File: src/rtl/spi_master_multi.sv
// spi_master_multi: single-clock SPI master (CPHA=0, selectable CPOL), NUM_CS selects, programmable
// SCK divider and held chip select. Define SPI_MASTER_TIMEOUT_EN to bound the WaitAndRead filler wait.
module spi_master_multi #(
    parameter int NUM_CS    = 4,
    parameter int LEN_W     = 10,
    parameter int DIV_W     = 8,
    parameter int TIMEOUT_W = 12,
    localparam int CS_W     = (NUM_CS > 1) ? $clog2(NUM_CS) : 1
) (
    input  logic              TransferClk,
    input  logic              Reset,
    input  logic              Start,
    input  logic [1:0]        Mode,
    input  logic [LEN_W-1:0]  Len,
    input  logic [DIV_W-1:0]  ClkDiv,
    input  logic              Cpol,
    input  logic [CS_W-1:0]   CsSel,
    input  logic              CsHold,
    input  logic              Abort,
    output logic              Sck,
    output logic              Mosi,
    input  logic              Miso,
    output logic [NUM_CS-1:0] nCs,
    output logic [LEN_W-1:0]  TxRdAddr,
    input  logic [7:0]        TxRdData,
    output logic              RxWrEn,
    output logic [LEN_W-1:0]  RxWrAddr,
    output logic [7:0]        RxWrData,
    output logic              Busy,
    output logic              Done,
    output logic              Aborted
);

    localparam logic [1:0] MODE_WRITE = 2'd0;
    localparam logic [1:0] MODE_READ  = 2'd1;
    localparam logic [1:0] MODE_WAIT  = 2'd3;

    typedef enum logic [1:0] {ST_IDLE, ST_CS_GAP, ST_LOAD, ST_SHIFT} state_t;

    state_t r_state, w_state_next;

    logic [1:0]        r_mode;
    logic [LEN_W-1:0]  r_len;
    logic [DIV_W-1:0]  r_div;
    logic              r_cpol;
    logic [CS_W-1:0]   r_cs_sel;
    logic              r_cs_hold;
    logic [7:0]        r_shreg;
    logic [7:0]        r_rx;
    logic [2:0]        r_bit;
    logic              r_phase;
    logic [DIV_W-1:0]  r_cnt;
    logic [LEN_W-1:0]  r_idx;
    logic              r_found;
    logic [LEN_W-1:0]  r_tx_addr;
    logic [NUM_CS-1:0] r_ncs;
    logic              r_busy;
    logic              r_done;
    logic              r_aborted;
    logic              r_rx_en;
    logic [LEN_W-1:0]  r_rx_addr;
    logic [7:0]        r_rx_data;

    logic              w_start;
    logic              w_cs_switch;
    logic              w_half_end;
    logic              w_sample;
    logic              w_bit_end;
    logic              w_byte_end;
    logic              w_filler;
    logic              w_store;
    logic              w_timeout;
    logic              w_finish;
    logic              w_mosi_en;
    logic [NUM_CS-1:0] w_sel_in_n;
    logic [NUM_CS-1:0] w_sel_held_n;

    // Active-low one-hot decode of the requested and the latched select
    for (genvar gi = 0; gi < NUM_CS; gi++) begin : g_cs
        assign w_sel_in_n[gi]   = (CsSel != CS_W'(gi));
        assign w_sel_held_n[gi] = (r_cs_sel != CS_W'(gi));
    end

    assign w_start     = (r_state == ST_IDLE) && Start;
    assign w_cs_switch = w_start && (r_ncs != '1) && (CsSel != r_cs_sel);
    assign w_half_end  = (r_state == ST_SHIFT) && (r_cnt == r_div);
    assign w_sample    = w_half_end && !r_phase;
    assign w_bit_end   = w_half_end && r_phase;
    assign w_byte_end  = w_bit_end && (r_bit == 3'd7);
    assign w_filler    = (r_mode == MODE_WAIT) && !r_found && (r_rx == 8'hFF);
    assign w_store     = w_byte_end && !w_filler && (r_mode != MODE_WRITE);
    assign w_finish    = w_byte_end && ((!w_filler && (r_idx == r_len)) || Abort || w_timeout);
    assign w_mosi_en   = (r_mode != MODE_READ) && (r_mode != MODE_WAIT);

`ifdef SPI_MASTER_TIMEOUT_EN
    logic [TIMEOUT_W-1:0] r_fill_cnt;
    logic [TIMEOUT_W-1:0] w_fill_inc;

    assign w_fill_inc = r_fill_cnt + 1'b1;
    assign w_timeout  = w_byte_end && w_filler && (w_fill_inc == '1);

    always_ff @(posedge TransferClk) begin
        if (Reset || w_start) begin
            r_fill_cnt <= '0;
        end else if (w_byte_end && w_filler) begin
            r_fill_cnt <= w_fill_inc;
        end
    end
`else
    // No filler counter: the wait is broken only by Abort or Reset.
    assign w_timeout = (TIMEOUT_W < 0);
`endif

    always_ff @(posedge TransferClk) begin
        if (Reset) begin
            r_state <= ST_IDLE;
        end else begin
            r_state <= w_state_next;
        end
    end

    always_comb begin
        w_state_next = r_state;
        case (r_state)
            ST_IDLE:   if (Start) w_state_next = w_cs_switch ? ST_CS_GAP : ST_LOAD;
            ST_CS_GAP: w_state_next = ST_LOAD;
            ST_LOAD:   w_state_next = ST_SHIFT;
            ST_SHIFT:  if (w_finish) w_state_next = ST_IDLE;
            default:   w_state_next = ST_IDLE;
        endcase
    end

    always_ff @(posedge TransferClk) begin
        if (Reset) begin
            r_mode    <= MODE_WRITE;
            r_len     <= '0;
            r_div     <= '0;
            r_cpol    <= 1'b0;
            r_cs_sel  <= '0;
            r_cs_hold <= 1'b0;
            r_shreg   <= '0;
            r_rx      <= '0;
            r_bit     <= '0;
            r_phase   <= 1'b0;
            r_cnt     <= '0;
            r_idx     <= '0;
            r_found   <= 1'b0;
            r_tx_addr <= '0;
            r_ncs     <= '1;
            r_busy    <= 1'b0;
            r_done    <= 1'b0;
            r_aborted <= 1'b0;
            r_rx_en   <= 1'b0;
            r_rx_addr <= '0;
            r_rx_data <= '0;
        end else begin
            r_done  <= 1'b0;
            r_rx_en <= 1'b0;
            case (r_state)
                ST_IDLE: begin
                    if (Start) begin
                        r_mode    <= Mode;
                        r_len     <= Len;
                        r_div     <= ClkDiv;
                        r_cpol    <= Cpol;
                        r_cs_sel  <= CsSel;
                        r_cs_hold <= CsHold;
                        r_idx     <= '0;
                        r_found   <= 1'b0;
                        r_tx_addr <= '0;
                        r_busy    <= 1'b1;
                        r_aborted <= 1'b0;
                        // A held select on another device is dropped for one cycle first
                        r_ncs     <= w_cs_switch ? '1 : w_sel_in_n;
                    end
                end
                ST_CS_GAP: begin
                    r_ncs <= w_sel_held_n;
                end
                ST_LOAD: begin
                    r_shreg <= TxRdData;
                    r_bit   <= '0;
                    r_phase <= 1'b0;
                    r_cnt   <= '0;
                end
                ST_SHIFT: begin
                    if (w_half_end) begin
                        r_cnt   <= '0;
                        r_phase <= ~r_phase;
                    end else begin
                        r_cnt <= r_cnt + 1'b1;
                    end
                    if (w_sample) begin
                        r_rx <= {r_rx[6:0], Miso};
                    end
                    if (w_bit_end && !w_byte_end) begin
                        r_bit   <= r_bit + 1'b1;
                        r_shreg <= {r_shreg[6:0], 1'b0};
                        // Prefetch the next TX byte so it is ready at the byte boundary
                        if (r_bit == 3'd5) begin
                            r_tx_addr <= r_idx + 1'b1;
                        end
                    end
                    if (w_finish) begin
                        r_busy    <= 1'b0;
                        r_done    <= 1'b1;
                        r_aborted <= Abort || w_timeout;
                        r_tx_addr <= '0;
                        if (!r_cs_hold) begin
                            r_ncs <= '1;
                        end
                    end else if (w_byte_end) begin
                        r_shreg <= TxRdData;
                        r_bit   <= '0;
                        if (!w_filler) begin
                            r_idx   <= r_idx + 1'b1;
                            r_found <= 1'b1;
                        end
                    end
                    if (w_store) begin
                        r_rx_en   <= 1'b1;
                        r_rx_addr <= r_idx;
                        r_rx_data <= r_rx;
                    end
                end
                default: ;
            endcase
        end
    end

    assign Sck      = ((r_state == ST_SHIFT) && r_phase) ? ~r_cpol : r_cpol;
    assign Mosi     = ((r_state == ST_SHIFT) && w_mosi_en) ? r_shreg[7] : 1'b1;
    assign nCs      = r_ncs;
    assign TxRdAddr = r_tx_addr;
    assign RxWrEn   = r_rx_en;
    assign RxWrAddr = r_rx_addr;
    assign RxWrData = r_rx_data;
    assign Busy     = r_busy;
    assign Done     = r_done;
    assign Aborted  = r_aborted;

endmodule

File: config.mk
export PLATFORM = sky130hd
export DESIGN_NAME = spi_master_multi
export DESIGN_NICKNAME = d
export VERILOG_FILES = /design/src/rtl/spi_master_multi.sv
export SDC_FILE = /design/constraint.sdc
export NUM_CORES = 1
export LEC_CHECK = 0
export CORE_MARGIN = 5
export CORE_UTILIZATION = 35
export CTS_CLUSTER_SIZE = 8
export DETAILED_ROUTE_END_ITERATION = 10
export MAX_ROUTING_LAYER = met4
export SLEW_MARGIN = 0
export SYNTH_ARGS = -nofsm -noshare
export SYNTH_HDL_FRONTEND = slang
export SYNTH_SLANG_ARGS = --single-unit
export TNS_END_PERCENT = 100
File: constraint.sdc
create_clock -name TransferClk -period 2.8 [get_ports TransferClk]
set_clock_uncertainty 0.15 [all_clocks]
set_input_delay 0.56 -clock TransferClk [delete_from_list [all_inputs] [get_ports TransferClk]]
set_output_delay 0.56 -clock TransferClk [all_outputs]
set_load 0.01 [all_outputs]
# Word-level counts from Yosys, hierarchy flattened

Index checks and enable logic that the tools add are counted.

Output and inout bits: 38
Logic and storage cells: 139
Register bits: 101

Reductions and logical operators: 39
Add/subtract/negate cells: 3
Muxes and demuxes: 44
Equal/unequal tests: 28
Bitwise gates (word level): 3

Operator list:

| operator                                       | number |
|---|---|
| two-way mux 10 bit                             | 7 |
| one-hot mux 10 bit (2 select lines)            | 2 |
| two-way mux 8 bit                              | 4 |
| one-hot mux 8 bit (2 select lines)             | 2 |
| != test 2 bit (second input constant)          | 12 |
| logical AND 1 bit                              | 17 |
| two-way mux 4 bit                              | 4 |
| two-way mux 1 bit                              | 12 |
| one-hot mux 4 bit (3 select lines)             | 1 |
| adder 10 x 1 -> 10 bit (second input constant) | 1 |
| equality test 10 bit                           | 1 |
| AND reduction 2 bit                            | 5 |
| nonzero test 2 bit                             | 5 |
| two-way mux 3 bit                              | 3 |
| adder 8 x 1 -> 8 bit (second input constant)   | 1 |
| equality test 8 bit                            | 1 |
| equality test 8 bit (second input constant)    | 1 |
| one-hot mux 1 bit (2 select lines)             | 4 |
| one-hot mux 2 bit (4 select lines)             | 1 |
| AND reduction 4 bit                            | 2 |
| equality test 2 bit (second input constant)    | 3 |
| equality test 3 bit (second input constant)    | 2 |
| two-way mux 2 bit                              | 3 |
| != test 2 x 1 -> 1 bit (second input constant) | 3 |
| other kinds (14)                               | 20 |

# Longest topological paths before layout

Gate-level depths: netlist of the first run.

Word-level depth: 10
Gate-level depth with buffers: 10

# Worst setup path after synthesis of the first run

OpenSTA, ideal clock, no wires.

Path kind: register to output
Start: register r_state[1]
End: output Mosi
Data required time: 2,090 ps
Buffers on the path: 2
Cell stages (with the launch flop): 6
Slack: 605 ps
Arrival time: 1,485 ps
Cell sequence: dfxtp_1 ha_1 buf_2 inv_1 clkbuf_1 or3_1

Cells in the longest elaborated chain, start to end: 3

RTL lines:

| element                  | line | source |
|---|---|---|
| start: declaration       | 40   | `state_t r_state, w_state_next;` |
| start signal: assignment | 118  | `r_state <= w_state_next;` |
| equality test 2 bit      | 232  | `assign Mosi = ((r_state == ST_SHIFT) && w_mosi_en) ? r_shreg[7] : 1'b1;` |
| logical AND 1 bit        | 232  |  |
| two-way mux 1 bit        | 232  |  |
| end: declaration         | 21   | `output logic Mosi,` |

No other way between the ends.

# Worst setup path in the final report of the first run

Start: register r_state[0]
End: output Mosi

The elaborated chain is that of the path after synthesis.

==> results of run 1 <==
==> report_power, final <==
| group | switching [mW] | internal, mW |
|---|---|---|
| clock | 0.548 | 0.723 |
| combinational | 0.790 | 0.554 |
| sequential | 0.150 | 1.60 |
==> worst reg2reg max path, stage by stage, from the launching register on <==
cell and delay (ns):
dfxtp_1 0.36, ha_1 0.22, ha_1 0.26, inv_1 0.18, nand2_1 0.09, nor4_2 0.37, buf_4 0.27, nand2_1 0.27
nand4_1 0.20, o21ai_0 0.12
==> synthesized netlist by cell type, types with 4 or more instances <==
cell | count | area (um2)
a21oi_1 | 58 | 290
nand4_1 | 15 | 93.8
inv_1 | 11 | 41.3
buf_2 | 4 | 20.0
a2111oi_2 | 5 | 75.1
nor3_1 | 8 | 40.0
and2_1 | 5 | 31.3
nand3_1 | 17 | 85.1
a31oi_1 | 5 | 31.3
nor4_1 | 4 | 25.0
ha_1 | 10 | 125
nor2b_1 | 4 | 25.0
nor2_1 | 34 | 128
a311oi_1 | 6 | 52.6
xnor2_1 | 19 | 166
o21ai_0 | 13 | 65.1
buf_1 | 4 | 15.0
dfxtp_1 | 101 | 2020
nand2_1 | 110 | 413
or2_2 | 4 | 25.0
a21oi_2 | 6 | 52.6
or3_1 | 6 | 37.5
xnor2_2 | 5 | 81.3
o21ai_1 | 16 | 80.1
clkbuf_1 | 20 | 75.1
mux2i_1 | 18 | 180
and3_1 | 8 | 50.1
buf_6 | 7 | 78.8
==> stage by stage <==
| step | area, um2 | hold slack (ns) | util [%] |
|---|---|---|---|
| 4_1_cts | 6220 | 0.314 | 44.6 |
| 3_5_place_dp | 5910 | 0.295 | 42.4 |
| 3_3_place_gp | 5910 | 0.296 | 42.4 |
| 5_1_grt | 6230 | 0.327 | 44.7 |
| 2_1_floorplan | 4980 | 0.287 | - |
| 6_report | 6230 | 0.309 | 44.7 |
==> state kept, by name, summed over array words and instances (netlist names), 2 cells and up <==
signal and flops:
r_bit 3, r_cnt 8, r_rx 8, r_idx 10, RxWrData 8, nCs 4
r_mode 2, r_div 8, r_state 2, RxWrAddr 10, TxRdAddr 10, r_len 10
r_cs_sel 2, r_shreg 8
==> path summary, 6_finish.rpt <==
check,startpoint,endpoint,slack [ns]
setup / recovery,r_state[0],Mosi,0.12
hold reg to reg,RxWrData[7],RxWrData[7],0.31
setup reg to reg,r_bit[0],TxRdAddr[7],0.19
hold / removal,RxWrData[7],RxWrData[7],0.31
==> what timing repair did <==
item                                    4_1_cts  5_1_grt
hold endpoints to repair                      0        0
gates resized for setup                       1        1
endpoints found under the setup margin        1        1
==> cells in the final DEF (no fill, tap or decap), types with 5 or more instances in the layout <==
master           Yosys  layout
xnor2_2              5       5
and3_1               8       8
nand2_1            110     110
o21ai_1             16      16
clkdlybuf4s50_1      0      73
buf_4                1      22
nor2_1              34      34
a21oi_1             58      58
a31oi_1              5       5
ha_1                10       9
a2111oi_2            5       5
inv_1               11      11
a21oi_2              6       6
nand3_1             17      17
nor3_1               8       8
mux2i_1             18      18
nand4_1             15      15
and2_1               5       5
dfxtp_1            101     101
a311oi_1             6       6
clkbuf_16            0       9
xnor2_1             19      19
or3_1                6       6
o21ai_0             13      13
==> per-layer routing <==
| metal | part of all wire, % | track usage (%) |
|---|---|---|
| met1 | 48 | 22.8 |
| met2 | 46 | 25.4 |
| met3 | 4.8 | 2.56 |
| met4 | 1.4 | 5.37 |
| met5 | 0 | - |
==> logic make-up after synthesis <==
group / count (synthesis)
AO/OA/AOI/OAI: 138
flip-flops: 101
AND/OR/NAND/NOR: 237
buffers and inverters: 48
multiplexers: 18
XOR/XNOR: 25
adder cells (fa/ha/maj): 10
==> area by class of cell <==
| type | instances | area, um2 | area share [%] |
|---|---|---|---|
| Timing Repair Buffer | 96 | 901 | 14.5 |
| Tap cell | 180 | 225 | 3.62 |
| Clock inverter | 4 | 55.1 | 0.884 |
| Multi-Input combinational cell | 428 | 2740 | 44.0 |
| Inverter | 11 | 41.3 | 0.663 |
| Clock buffer | 12 | 246 | 3.96 |
| Sequential cell | 101 | 2020 | 32.5 |
==> key figures, run 1 <==
Hold path
  – Worst hold path stage count: 2
  – Worst min path class: register to register

Timing
  – Worst slew pin tran: 0.905 ns
  – Setup TNS: 0 ns
  – Final worst path period share: 95.6%
  – Fmax: 374 MHz
  – Final Hold Fails: 0
  – Pins Over Slew Limit: 0
  – Min Tclk post-route: 2.68 ns
  – Setup ws final: 0.123 ns
  – RSZ-0062 raised after global routing: false
  – Relative slew margins: 39.7%
  – # setup viols final: 0

Pwr
  – Leakage: 2.05 nW
  – Cell area power density: 701 nW/um2
  – Max rail drop VDD: 280 uV
  – Total chip power: 4.36 mW

Worst setup path
  – Slowest cell delay on critical path: 0.50 ns
  – CP bufs+invs: 2
  – Crit-path slowest cell: clkdlybuf4s50_1
  – Arr. time, crit path: 1.97 ns
  – Crit. path cell count: 4
  – R2R cell count: 9
  – Crit path launch type: register
  – Crit-path max FO: 5
  – Setup CP Type: register to output pin
  – CP endpoint kind: output pin
  – Critical path data required time: 2.09 ns
  – CP delay by family, top: buffers and inverters
  – Worst-path cell chain: ha_4, inv_1, or3_1, clkdlybuf4s50_1

Detailed routing
  – WL/cell: 15.7 um
  – Residual DRC count: 0
  – Via/cell ratio: 5.28
  – Post-route ant nets: 0
  – Drt total wl: 13100 um
  – Vias: 4393
  – Drt first pass iters: 4
  – DRT iter0 DRCs: 257

Place
  – Worst slack, placed: 0.194 ns
  – Dpl hpwl: 9660 um
  – GPL Wtd Cong: 0.812
  – Placed Instances: 816
  – Port Buf Inserts: 74

Logic synthesis
  – Yosys Warn Count: 0
  – Async S/R FF share, synth: 0%
  – Post-synth top flop: dfxtp_1
  – Area fraction in compound gates after synthesis: 18.4%
  – Post-synth EDFFs: 0
  – Cell area after synthesis: 4980 um2
  – Seq/Total Area, Yosys: 40.6%
  – Synth Area in XOR/XNOR: 5.15%
  – Syn_nets: 624
  – Largest family of logic cells by synthesized area: simple AND/OR/NAND/NOR gates
  – Simple-gate share of the synthesized area: 24.8%
  – Mux contribution to synthesized area: 3.62%
  – Post-synthesis register bit count: 101
  – Synth unique cells: 62
  – Avg Cell Area, Syn: 8.63 um2
  – Post-synthesis adder-cell area fraction: 2.51%
  – Cells after Synth: 577

Die
  – Num rows: 43
  – Initial Utilization: 35.7%
  – Die Wd: 129 um
  – Die ar.: 16700 um2
  – Core area: 13900 um2
  – Io pins: 75
  – Die H: 129 um

GRT
  – Largest net degree at the start of global routing: 63
  – Vias in the first global route: 4397
  – Global-route wire length before repair: 21800 um
  – Global Route Usage Sum: 16.7%
  – Antenna violations before repair: 0
  – GRT overflow: 0

Layout
  – Layout cells sized above 1: 11.8%
  – Final non-filler cell total: 832
  – Ant. Diodes: 0
  – Fillers: 1356
  – Synthesis-to-finish area growth: 25.1%
  – Nets: 694

Clock network
  – Maximum clock insertion buffer count: 2
  – Post-CTS Setup Bufs: 0
  – Clock H-tree levels: 3
  – Worst skew pair latency: 0.35 ns
  – Cts bufs inserted: 9
  – Cts hold-fix bufs: 0
  – CTS Root Cell: clkbuf_16
  – CTS tree: done
  – Clock-pin slew on the worst setup and hold paths: 0.07 ns
  – CTS Sinks: 101

Status
  – Status: finished clean

Flow run
  – Max-cap violations: 0
Note: power is estimated with default switching activity, not from simulation.
==> inputs of run 2 (changes only) <==
==> constraint.sdc (replaced) <==
create_clock -name TransferClk -period 2.8 [get_ports TransferClk]
set_clock_uncertainty 0.15 [all_clocks]
set_input_delay 0.84 -clock TransferClk [delete_from_list [all_inputs] [get_ports TransferClk]]
set_output_delay 0.84 -clock TransferClk [all_outputs]
set_load 0.01 [all_outputs]
==> run 2 against run 1 <==
Compared with the run above:
- maximum frequency fell by 0.14%
- critical endpoint unchanged
- sequential power barely moved
- total power about the same
- worst hold slack worse by 0.0040 ns
==> key figures, run 2 (synthesis results as in run 1) <==
Clock network
  – Clock H-tree levels: 3 (unchanged)
  – Worst skew pair latency: 0.35 ns (about the same)
  – Clock-pin slew on the worst setup and hold paths: 0.07 ns (about the same)
  – Post-CTS Setup Bufs: 0 (unchanged)
  – Maximum clock insertion buffer count: 2 (unchanged)
  – Cts bufs inserted: 9 (unchanged)
  – CTS Root Cell: clkbuf_16 (unchanged)
  – CTS Sinks: 101 (unchanged)
  – CTS tree: done (unchanged)

GRT
  – GRT overflow: 0 (unchanged)
  – Largest net degree at the start of global routing: 86 (was 63)
  – Vias in the first global route: 4322 (was 4397)
  – Global Route Usage Sum: 16.8% (was 16.7%)
  – Antenna violations before repair: 0 (unchanged)
  – Global-route wire length before repair: 21900 um (was 21800 um)

Worst setup path
  – Crit path launch type: register (unchanged)
  – Reg2reg setup slack: 0.24 ns (was 0.19 ns)
  – R2r startpoint: r_state[0] (was r_bit[0])
  – CP endpoint kind: output pin (unchanged)
  – Crit-path max FO: 4 (was 5)
  – R2R cell count: 7 (was 9)
  – Critical path data required time: 1.81 ns (was 2.09 ns)
  – Arr. time, crit path: 1.69 ns (was 1.97 ns)
  – Reg2reg end: TxRdAddr[7] (unchanged)
  – Setup CP Type: register to output pin (unchanged)

Layout
  – Nets: 703 (was 694)
  – Most common library cell in the layout ignoring fill and taps: nand2_1 (unchanged)
  – Fillers: 1369 (was 1356)
  – Synthesis-to-finish area growth: 26.3% (was 25.1%)
  – Layout cells sized above 1: 13.1% (was 11.8%)
  – Final core utilization: 45.1% (was 44.7%)
  – Final non-filler cell total: 839 (was 832)
  – Ant. Diodes: 0 (unchanged)
  – Most frequent cells in the layout: nand2_1, dfxtp_1, clkdlybuf4s50_1 (unchanged)

Pwr
  – Pint: 2.88 mW (about the same)
  – Leakage: 2.11 nW (was 2.05 nW)
  – Cell area power density: 694 nW/um2 (was 701 nW/um2)
  – Switching share of power: 34.1% (about the same)
  – Gate power share: 32.3% (was 30.8%)
  – Switching power: 1.49 mW (about the same)
  – Max rail drop VDD: 332 uV (was 280 uV)
  – Part of the power in registers: 39.8% (was 40.1%)
  – Clk pwr share: 27.9% (was 29.1%)

Detailed routing
  – DRT iter0 DRCs: 253 (was 257)
  – Via/cell ratio: 5.25 (was 5.28)
  – Vias: 4401 (was 4393)
  – WL/cell: 15.9 um (was 15.7 um)
  – Drt total wl: 13300 um (was 13100 um)
  – Post-route ant nets: 0 (unchanged)
  – Residual DRC count: 0 (unchanged)
  – Drt first pass iters: 4 (unchanged)

Die
  – Initial Utilization: 35.7% (unchanged)
  – Num rows: 43 (unchanged)
  – Io pins: 75 (unchanged)
  – Die Wd: 129 um (unchanged)
  – Die H: 129 um (unchanged)
  – Core area: 13900 um2 (unchanged)
  – Die ar.: 16700 um2 (unchanged)

Timing
  – Min Tclk post-route: 2.68 ns (about the same)
  – Fmax: 373 MHz (was 374 MHz)
  – Pins Over Slew Limit: 0 (unchanged)
  – RSZ-0062 raised after global routing: false (unchanged)
  – Setup TNS: 0 ns (unchanged)
  – Relative slew margins: 48.0% (was 39.7%)
  – # setup viols final: 0 (unchanged)
  – Worst slew pin tran: 0.781 ns (was 0.905 ns)
  – Final worst path period share: 95.7% (was 95.6%)
  – Final Hold Fails: 0 (unchanged)

Place
  – GPL Wtd Cong: 0.840 (was 0.812)
  – Port Buf Inserts: 74 (unchanged)
  – Placed Instances: 825 (was 816)
  – Dpl hpwl: 9600 um (was 9660 um)

Flow run
  – Max-cap violations: 0 (unchanged)

Status
  – Status: finished clean (unchanged)

Hold path
  – Worst hold path stage count: 2 (unchanged)
  – Hold Crit Start: RxWrData[5] (was RxWrData[7])
  – Worst min path class: register to register (unchanged)
  – Sink of the worst hold path: RxWrData[5] (was RxWrData[7])
run 2: changes by cell type in the layout (fill, tap and decap cells not counted):
cell	change
buf_12	+2
dlymetal6s2s_1	+1
clkbuf_1	-2
ha_4	-1
clkinvlp_4	-1
dlygate4sd2_1	+1
inv_6	-1
clkinv_2	+3
ha_2	+1
clkdlybuf4s50_1	-2
clkbuf_8	-1
buf_4	+7
run 2: worst max-delay path by stage:
stage	from	end	slack, ns	depth (start not counted)
6_report	r_state[0]	Mosi	0.12	4
5_1_grt	r_state[0]	TxRdAddr[7]	0.05	7
4_1_cts	r_state[0]	Sck	0.0007	4
3_5_place_dp	Start	TxRdAddr[3]	-0.04	6
3_3_place_gp	Start	r_idx[2]	0.007	7
2_1_floorplan	r_state[1]	Mosi	0.32	5
run 2: final cells by class:
| cell class | count | area [um2] | share of cell area (%) |
|---|---|---|---|
| sequential | 101 | 2020 | 32.1 |
| clock inverter | 5 | 53.8 | 0.855 |
| clock buffer | 9 | 225 | 3.58 |
| tap | 180 | 225 | 3.58 |
| multi-input combinational | 428 | 2730 | 43.4 |
| timing repair buffer | 105 | 995 | 15.8 |
| inverter | 11 | 41.3 | 0.656 |
run 2: power by group through the flow:
stage | sequential, mW | clock, mW | combinational [mW]
global route | 1.76 | 1.31 | 1.56
finish | 1.74 | 1.22 | 1.41
CTS | 1.74 | 1.25 | 1.41
floorplan | 1.75 | 0 | 0.976
global placement | 1.76 | 0 | 1.38
detailed placement | 1.77 | 0 | 1.41
run 2: timing repair:
action	in CTS	in global routing
setup endpoints to repair	2	1
cloned	0	0
gates resized for setup	2	1
hold buffers	0	0
run 2: routing by layer:
layer	global-route usage, %	share of wire (%)	routed length (um)
met5	-	0	0
met3	3.96	5.6	750
met1	22.3	47	6320
met4	5.37	1.4	186
met2	25.4	45	6060
run 2: stage by stage:
stage / setup WS (ns) / total power [mW] / hold slack, ns / cell area, um2
detailed placement: -0.0421 / 3.18 / 0.296 / 6010
global placement: 0.00703 / 3.14 / 0.295 / 6010
global route: 0.0464 / 4.63 / 0.323 / 6290
floorplan: 0.325 / 2.72 / 0.287 / 4980
finish: 0.119 / 4.37 / 0.305 / 6290
CTS: 0.000652 / 4.41 / 0.305 / 6290
run 2: critical path: stages (launching register included):
cell and delay [ns]:
dfxtp_1 0.39, ha_2 0.24, inv_1 0.06, or3_1 0.35, dlygate4sd2_1 0.31
